--- config.mk ---
export PLATFORM = sky130hd
export DESIGN_NAME = c_fifo8x16
export DESIGN_NICKNAME = d
export VERILOG_FILES = /design/src/rtl/c_fifo8x16.sv
export SDC_FILE = /design/constraint.sdc
export NUM_CORES = 1
export LEC_CHECK = 0
export ABC_AREA = 1
export CAP_MARGIN = 10
export CORE_MARGIN = 2
export CORE_UTILIZATION = 36
export CTS_CLUSTER_DIAMETER = 40
export DETAILED_ROUTE_END_ITERATION = 6
export DONT_BUFFER_PORTS = 1
export SYNTH_ARGS = -nofsm -noshare
export SYNTH_HDL_FRONTEND = slang
export SYNTH_SLANG_ARGS = --single-unit
--- constraint.sdc ---
create_clock -name clk -period 2 [get_ports clk]
set_input_delay 0.3 -clock clk [delete_from_list [all_inputs] [get_ports clk]]
set_output_delay 0.3 -clock clk [all_outputs]
set_load 0.005 [all_outputs]
--- src/rtl/c_fifo8x16.sv ---
// c_fifo8x16: 8-entry, 16-bit first-word-fall-through FIFO.
// Register storage behind a load demux; head read through an 8-way mux.
module c_fifo8x16 (
  input  logic        clk,
  input  logic        reset,
  input  logic [15:0] in,
  input  logic        in_valid,
  output logic        in_ready,
  output logic [15:0] out,
  output logic        out_valid,
  input  logic        out_ready,
  output logic [3:0]  count,
  output logic        full,
  output logic        empty
);

  logic [2:0]  r_wr_ptr;
  logic [2:0]  r_rd_ptr;
  logic [3:0]  r_count;
  logic [15:0] r_mem [8];

  logic        w_full;
  logic        w_empty;
  logic        w_push;
  logic        w_pop;
  logic [7:0]  w_ld;
  logic [15:0] w_head;

  assign w_full  = (r_count == 4'd8);
  assign w_empty = (r_count == 4'd0);

  // Push is gated by full alone so in_ready never sees out_ready.
  assign w_push = in_valid & ~w_full;
  assign w_pop  = out_ready & ~w_empty;

  always_comb begin
    w_ld = 8'h00;
    if (w_push) w_ld[r_wr_ptr] = 1'b1;
  end

  always_ff @(posedge clk) begin
    for (int i = 0; i < 8; i++) begin
      if (w_ld[i]) r_mem[i] <= in;
    end
  end

  always_ff @(posedge clk) begin
    if (reset) begin
      r_wr_ptr <= 3'd0;
      r_rd_ptr <= 3'd0;
      r_count  <= 4'd0;
    end else begin
      if (w_push) r_wr_ptr <= r_wr_ptr + 3'd1;
      if (w_pop)  r_rd_ptr <= r_rd_ptr + 3'd1;
      unique case ({w_push, w_pop})
        2'b10:   r_count <= r_count + 4'd1;
        2'b01:   r_count <= r_count - 4'd1;
        default: r_count <= r_count;
      endcase
    end
  end

  always_comb begin
    w_head = 16'h0000;
    unique case (r_rd_ptr)
      3'd0: w_head = r_mem[0];
      3'd1: w_head = r_mem[1];
      3'd2: w_head = r_mem[2];
      3'd3: w_head = r_mem[3];
      3'd4: w_head = r_mem[4];
      3'd5: w_head = r_mem[5];
      3'd6: w_head = r_mem[6];
      3'd7: w_head = r_mem[7];
      default: w_head = 16'h0000;
    endcase
  end

  assign out       = w_empty ? 16'h0000 : w_head;
  assign out_valid = ~w_empty;
  assign in_ready  = ~w_full;
  assign count     = r_count;
  assign full      = w_full;
  assign empty     = w_empty;

endmodule

# Word-level counts from Yosys, hierarchy flattened
# Memory sizes are Yosys's and may differ from the RTL's.
# Cells that the tools add are included.
[totals]
memories = 1
in_bits = 20
ram_bits = 128
reg_bits = 10
out_inout_bits = 24
elab_cells = 78
[memory_table]
columns = ["name", "words", "word_bits", "rd", "rd_clocked_by_memory_dff", "write_ports", "line", "rtl"]
rows = [
  ["r_mem", 8, 16, 8, 0, 1, "20", "logic [15:0] r_mem [8];"],
]
[classes]
addsub = 4
order_cmp = 2
n_reduce_logical = 11
eq_ne = 10
muxes = 43
n_bitwise = 4
[ops]
columns = ["op", "count"]
rows = [
  ["16-bit two-way mux", 8],
  ["16-bit case mux with 8 select lines", 1],
  ["16-bit OR reduction", 7],
  ["1-bit two-way mux", 24],
  ["3-bit two-way mux", 7],
  ["3-bit == test, second input constant", 4],
  ["8-bit two-way mux", 1],
  ["4-bit case mux with 2 select lines", 1],
  ["3-bit by 1-bit adder with 3-bit output, second input constant", 2],
  ["3-bit by 2-bit == test with 1-bit output, second input constant", 2],
  ["4-bit by 1-bit adder with 4-bit output, second input constant", 1],
  ["4-bit == test, second input constant", 1],
  ["4-bit logical NOT", 1],
  ["3-bit by 4-bit less-than comparator with 1-bit output, second input constant", 1],
  ["4-bit by 1-bit subtractor with 4-bit output, second input constant", 1],
  ["1-bit demux with 3-bit select", 1],
  ["3-bit by 1-bit == test with 1-bit output, second input constant", 1],
  ["3-bit by 1-bit >= comparator with 1-bit output, second input constant", 1],
  ["3-bit logical NOT", 1],
  ["1-bit AND", 2],
  ["2-bit by 1-bit == test with 1-bit output, second input constant", 1],
  ["2-bit == test, second input constant", 1],
  ["1-bit NOT", 2],
  ["2-bit nonzero test", 1],
  ["1-bit logical AND", 1],
]

# Depth between registers and ports, before layout
[logic_depth]
depth_word = 15
depth_mapped = 14
mapped_depth_nobuf = 14

# Worst setup path before layout
# OpenSTA, ideal clock, no wires.
[synth_path]
path_kind = "register to register"
startpoint = "reg r_count[0], in the netlist count[0]"
endpoint = "mem r_mem[5][0], in the netlist r_mem[1][16] (enable)"
t_arrival_ps = 1662
period_less_slack_ps = 2050
path_buffers = 0
setup_slack_ps = -50
path_stages_with_launch = 7
required_ps = 1612
setup_ps = 388
cell_sequence = "dfxtp_1 nor2_1 nand3_1 nand2_1 nor2_1 inv_1 nor2_1"
[synth_between]
word_cells_on_any_way = 41
cone_classes = "eq/ne: 1; mux: 31; bitwise: 2; reduce/logical: 7"
[synth_rtl]
columns = ["element", "line", "rtl"]
rows = [
  ["start: declaration", "19", "logic [3:0] r_count;"],
  ["start signal: assignment", "56", "2'b10: r_count <= r_count + 4'd1;"],
  ["start signal: assignment", "57", "2'b01: r_count <= r_count - 4'd1;"],
  ["start signal: assignment", "58", "default: r_count <= r_count;"],
  ["4-bit == test (*)", "29", "assign w_full = (r_count == 4'd8);"],
  ["1-bit NOT (*)", "--", ""],
  ["named net in_ready", "8", "output logic in_ready,"],
  ["1-bit AND (*)", "33", "assign w_push = in_valid & ~w_full;"],
  ["8-bit two-way mux (*)", "38", "if (w_push) w_ld[r_wr_ptr] = 1'b1;"],
  ["named net w_ld[5]", "26", "logic [7:0] w_ld;"],
  ["1-bit two-way mux (*)", "43", "if (w_ld[i]) r_mem[i] <= in;"],
  ["1-bit two-way mux (not written as such) (*)", "43", ""],
  ["16-bit OR reduction (no source line)", "--", ""],
  ["3-bit two-way mux (no source line) / 1-bit two-way mux (equally long branches) (3 in a row)", "--", ""],
  ["end: declaration", "20", ""],
]
# Mark *: on every way through the listed nets, which the timed path passes. The rest lies on a longest branch.

# Final worst setup path
[layout_path]
startpoint = "reg r_rd_ptr[0]"
endpoint = "out out[12]"
[layout_between]
elab_chain_cells = 3
word_cells_on_any_way = 10
cone_classes = "eq/ne: 7; mux: 2; reduce/logical: 1"
[layout_lines]
columns = ["element", "line", "rtl"]
rows = [
  ["start: declaration", "18", "logic [2:0] r_rd_ptr;"],
  ["start signal: assignment", "54", "if (w_pop) r_rd_ptr <= r_rd_ptr + 3'd1;"],
  ["3-bit == test, or another cell as far along", "65", "unique case (r_rd_ptr)"],
  ["16-bit case mux with 8 select lines (*)", "65", ""],
  ["16-bit two-way mux (*)", "78", "assign out = w_empty ? 16'h0000 : w_head;"],
  ["end: declaration", "9", "output logic [15:0] out,"],
]
# Mark *: on every way between the ends. The rest lies on a longest branch, timed or not.

==> results.sh <==
export IMPL_status="complete, but fails checks"
export IMPL_violations="setup timing"
export IMPL_die_w_um=127
export IMPL_start_kind="register"
export IMPL_ant_nets=0
export IMPL_grt_usage=0.158
export IMPL_grt_max_degree=21
export IMPL_critPathArrivalTime_ps=1890
export IMPL_min_period_ps=2190
export IMPL_fin_nets=541
export IMPL_cts_buffers_inserted=17
export IMPL_grt_pass1_wl_um=19100
export IMPL_antenna_found_initial=0
export IMPL_start_util=0.372
export IMPL_ctsRootBufferMaster="clkbuf_16"
export IMPL_placed_cells=650
export IMPL_syn_avg_cell_area_um2=12.3
export IMPL_clkPwrFrac=0.326
export IMPL_hold_class="in2reg"
export IMPL_ys_seq_elements=138
export IMPL_fin_ws_ps=-187
export IMPL_fillers=1273
export IMPL_path_max_fanout=20
export IMPL_vias=3482
export IMPL_rsz0062_at_grt="yes"
export IMPL_area_growth_pct=27.7
export IMPL_drc_errors=0
export IMPL_peakVddDrop_mv=0.696
export IMPL_ios=44
export IMPL_maxCapViolCount=0
export IMPL_grt_pass1_vias=3487
export IMPL_worstSetupPathType="reg2out"
export IMPL_synth_top_area_frac=0.705
export IMPL_synth_cell_types=20
export IMPL_layout_commonest_cell="nand2_1"
export IMPL_yosys_warnings=0
export IMPL_port_buffers=0
export IMPL_die_h_um=127
export IMPL_drive_gt1_frac=0.214
export IMPL_clk_latency_ps=420
export IMPL_seqCellArea_um2=4050
export IMPL_final_cell_mix="nand2_1, edfxtp_1, nor2_1"
export IMPL_ys_top_cells_by_area="edfxtp_1, nand2_1, dfxtp_1"
export IMPL_netlist_area_um2=5450
export IMPL_dieArea_um2=16100
export IMPL_grt_remaining_overflow=0
export IMPL_cts_sinks=138
export IMPL_core_um2=14600
export IMPL_dpl_cell_area_um2=5960
export IMPL_htreeDepth=4
export IMPL_synth_net_count=472
export IMPL_place_congestion=0.807
export IMPL_seqPwrFrac=0.373
export IMPL_critical_path_required_ps=1700
export IMPL_cts_tree="built"
export IMPL_fin_area_um2=6960
export IMPL_rows=44
export IMPL_fmax_mhz=457
export IMPL_fin_crit_sh=1.09
export IMPL_first_iter_violations=235
export IMPL_final_instance_count_excl_fill=708
export IMPL_p_per_area_nw_per_um2=1340
export IMPL_dp_hpwl_um=7720
export IMPL_synth_area_leader_cell="edfxtp_1"
export IMPL_tightest_slew_ps=327
export IMPL_max_slew_margin=0.782
export IMPL_cts_max_path_buffers=2
export IMPL_synth_cells=442
export IMPL_diodes=0
export IMPL_end_kind="output port"
export IMPL_total_leakage_power_nw=2.46
export IMPL_total_power_w=0.00934
export IMPL_p_sw_w=0.00307
export IMPL_clkTransAtPathRegs_ps=70
export IMPL_comb_power_share=0.301
export IMPL_firstDrtPassIters=4
export IMPL_viasPerCell=4.92
export IMPL_report_final_slew_viol_count=0
export IMPL_wl_um=12100
export IMPL_intPower_w=0.00627
export IMPL_setup_violations=16
export IMPL_multiInputGateArea_um2=1380
export IMPL_p_sw_frac=0.329
export IMPL_clock_skew_ps=11.6
export IMPL_hold_viol_final=0
export IMPL_yosysSeqAreaShare=0.742
export IMPL_wire_per_inst_um=17.1
==> cells by family (layout without fill, tap and decap cells) <==
family	Yosys count	count (layout)	share of synthesized area
compound gates	32	32	0.0317
xor+xnor	3	3	0.00482
fa+ha+maj	10	10	0.0230
buf+inv	38	120	0.0301
flops	138	138	0.742
simple gates	221	221	0.169
==> path summary, 6_finish.rpt <==
| kind | end | from | depth (start not counted) | slack, ps |
|---|---|---|---|---|
| worst min-delay path | count[3] | reset | 3 | 20 |
| worst max-delay path | out[12] | r_rd_ptr[0] | 9 | -190 |
| worst min register to register | r_wr_ptr[0] | r_wr_ptr[0] | 2 | 480 |
| worst max register to register | count[2] | count[2] | 13 | 200 |
==> power by group through the flow <==
stage	clock (W)	combinational, W	sequential, W
5_1_grt	0.00320	0.00313	0.00351
2_1_floorplan	0	0.00148	0.00353
3_5_place_dp	0	0.00240	0.00351
4_1_cts	0.00310	0.00273	0.00348
3_3_place_gp	0	0.00236	0.00351
6_report	0.00304	0.00281	0.00348
==> Yosys cell counts <==
cell type  instances
nand3_2            1
nor2_1            47
xnor2_1            2
nand2_1          133
nor3b_1            1
xor2_1             1
buf_4              4
buf_2              5
o21ai_0           19
ha_1              10
a31oi_1            4
a211oi_1           3
clkbuf_1           5
nand3_1           13
inv_1             24
nor3_1             1
dfxtp_1           10
nand4_1           25
a21oi_1            6
edfxtp_1         128
==> per-stage QoR <==
stage | hold WS (ps) | setup TNS (ps) | setup slack [ps] | util
floorplan | 399 | -3220 | -50.2 | -
global placement | 374 | 0 | 97.3 | 0.407
detailed placement | 374 | 0 | 65.2 | 0.407
CTS | 11.7 | -2470 | -198 | 0.472
global route | 30.5 | -4250 | -295 | 0.475
finish | 23.3 | -2600 | -187 | 0.475
==> final cells by class <==
class | instances | share of cell area
flip-flops and latches | 138 | 0.582
clock buffers | 18 | 0.0616
clock inverters | 14 | 0.0225
multi-input cells | 266 | 0.199
repair buffers | 64 | 0.0890
inverters | 24 | 0.0129
well taps | 184 | 0.0331
==> critical path, stage by stage (launching register included) <==
cell and delay (ps):
dfxtp_4 370, ha_4 180, ha_4 170, nor2_2 90, nand4_1 100, buf_6 160
buf_12 150, nand4_1 70, nor2_1 60, nor2_1 120
==> registers in the layout (all words and copies together), names as in the netlist <==
register and count:
r_wr_ptr 3, count 4, r_mem 128, r_rd_ptr 3
==> timing repair <==
item                                    4_1_cts  5_1_grt
endpoints found under the setup margin       16       17
endpoints found under the hold margin       136        0
hold buffers                                 17        0
gates resized for setup                      42       18
buffers inserted                              9        0
pin swaps                                     7        5
==> routing by layer <==
layer	up-vias	routed length, um	track usage	part of all wire
met1	1699	5120	0.198	0.42
met4	0	140	0.0504	0.012
li1	1690	-	-	-
met3	13	724	0.0360	0.060
met2	80	6100	0.271	0.50
met5	-	0	0	0
Power figures use the tool's default switching activity.
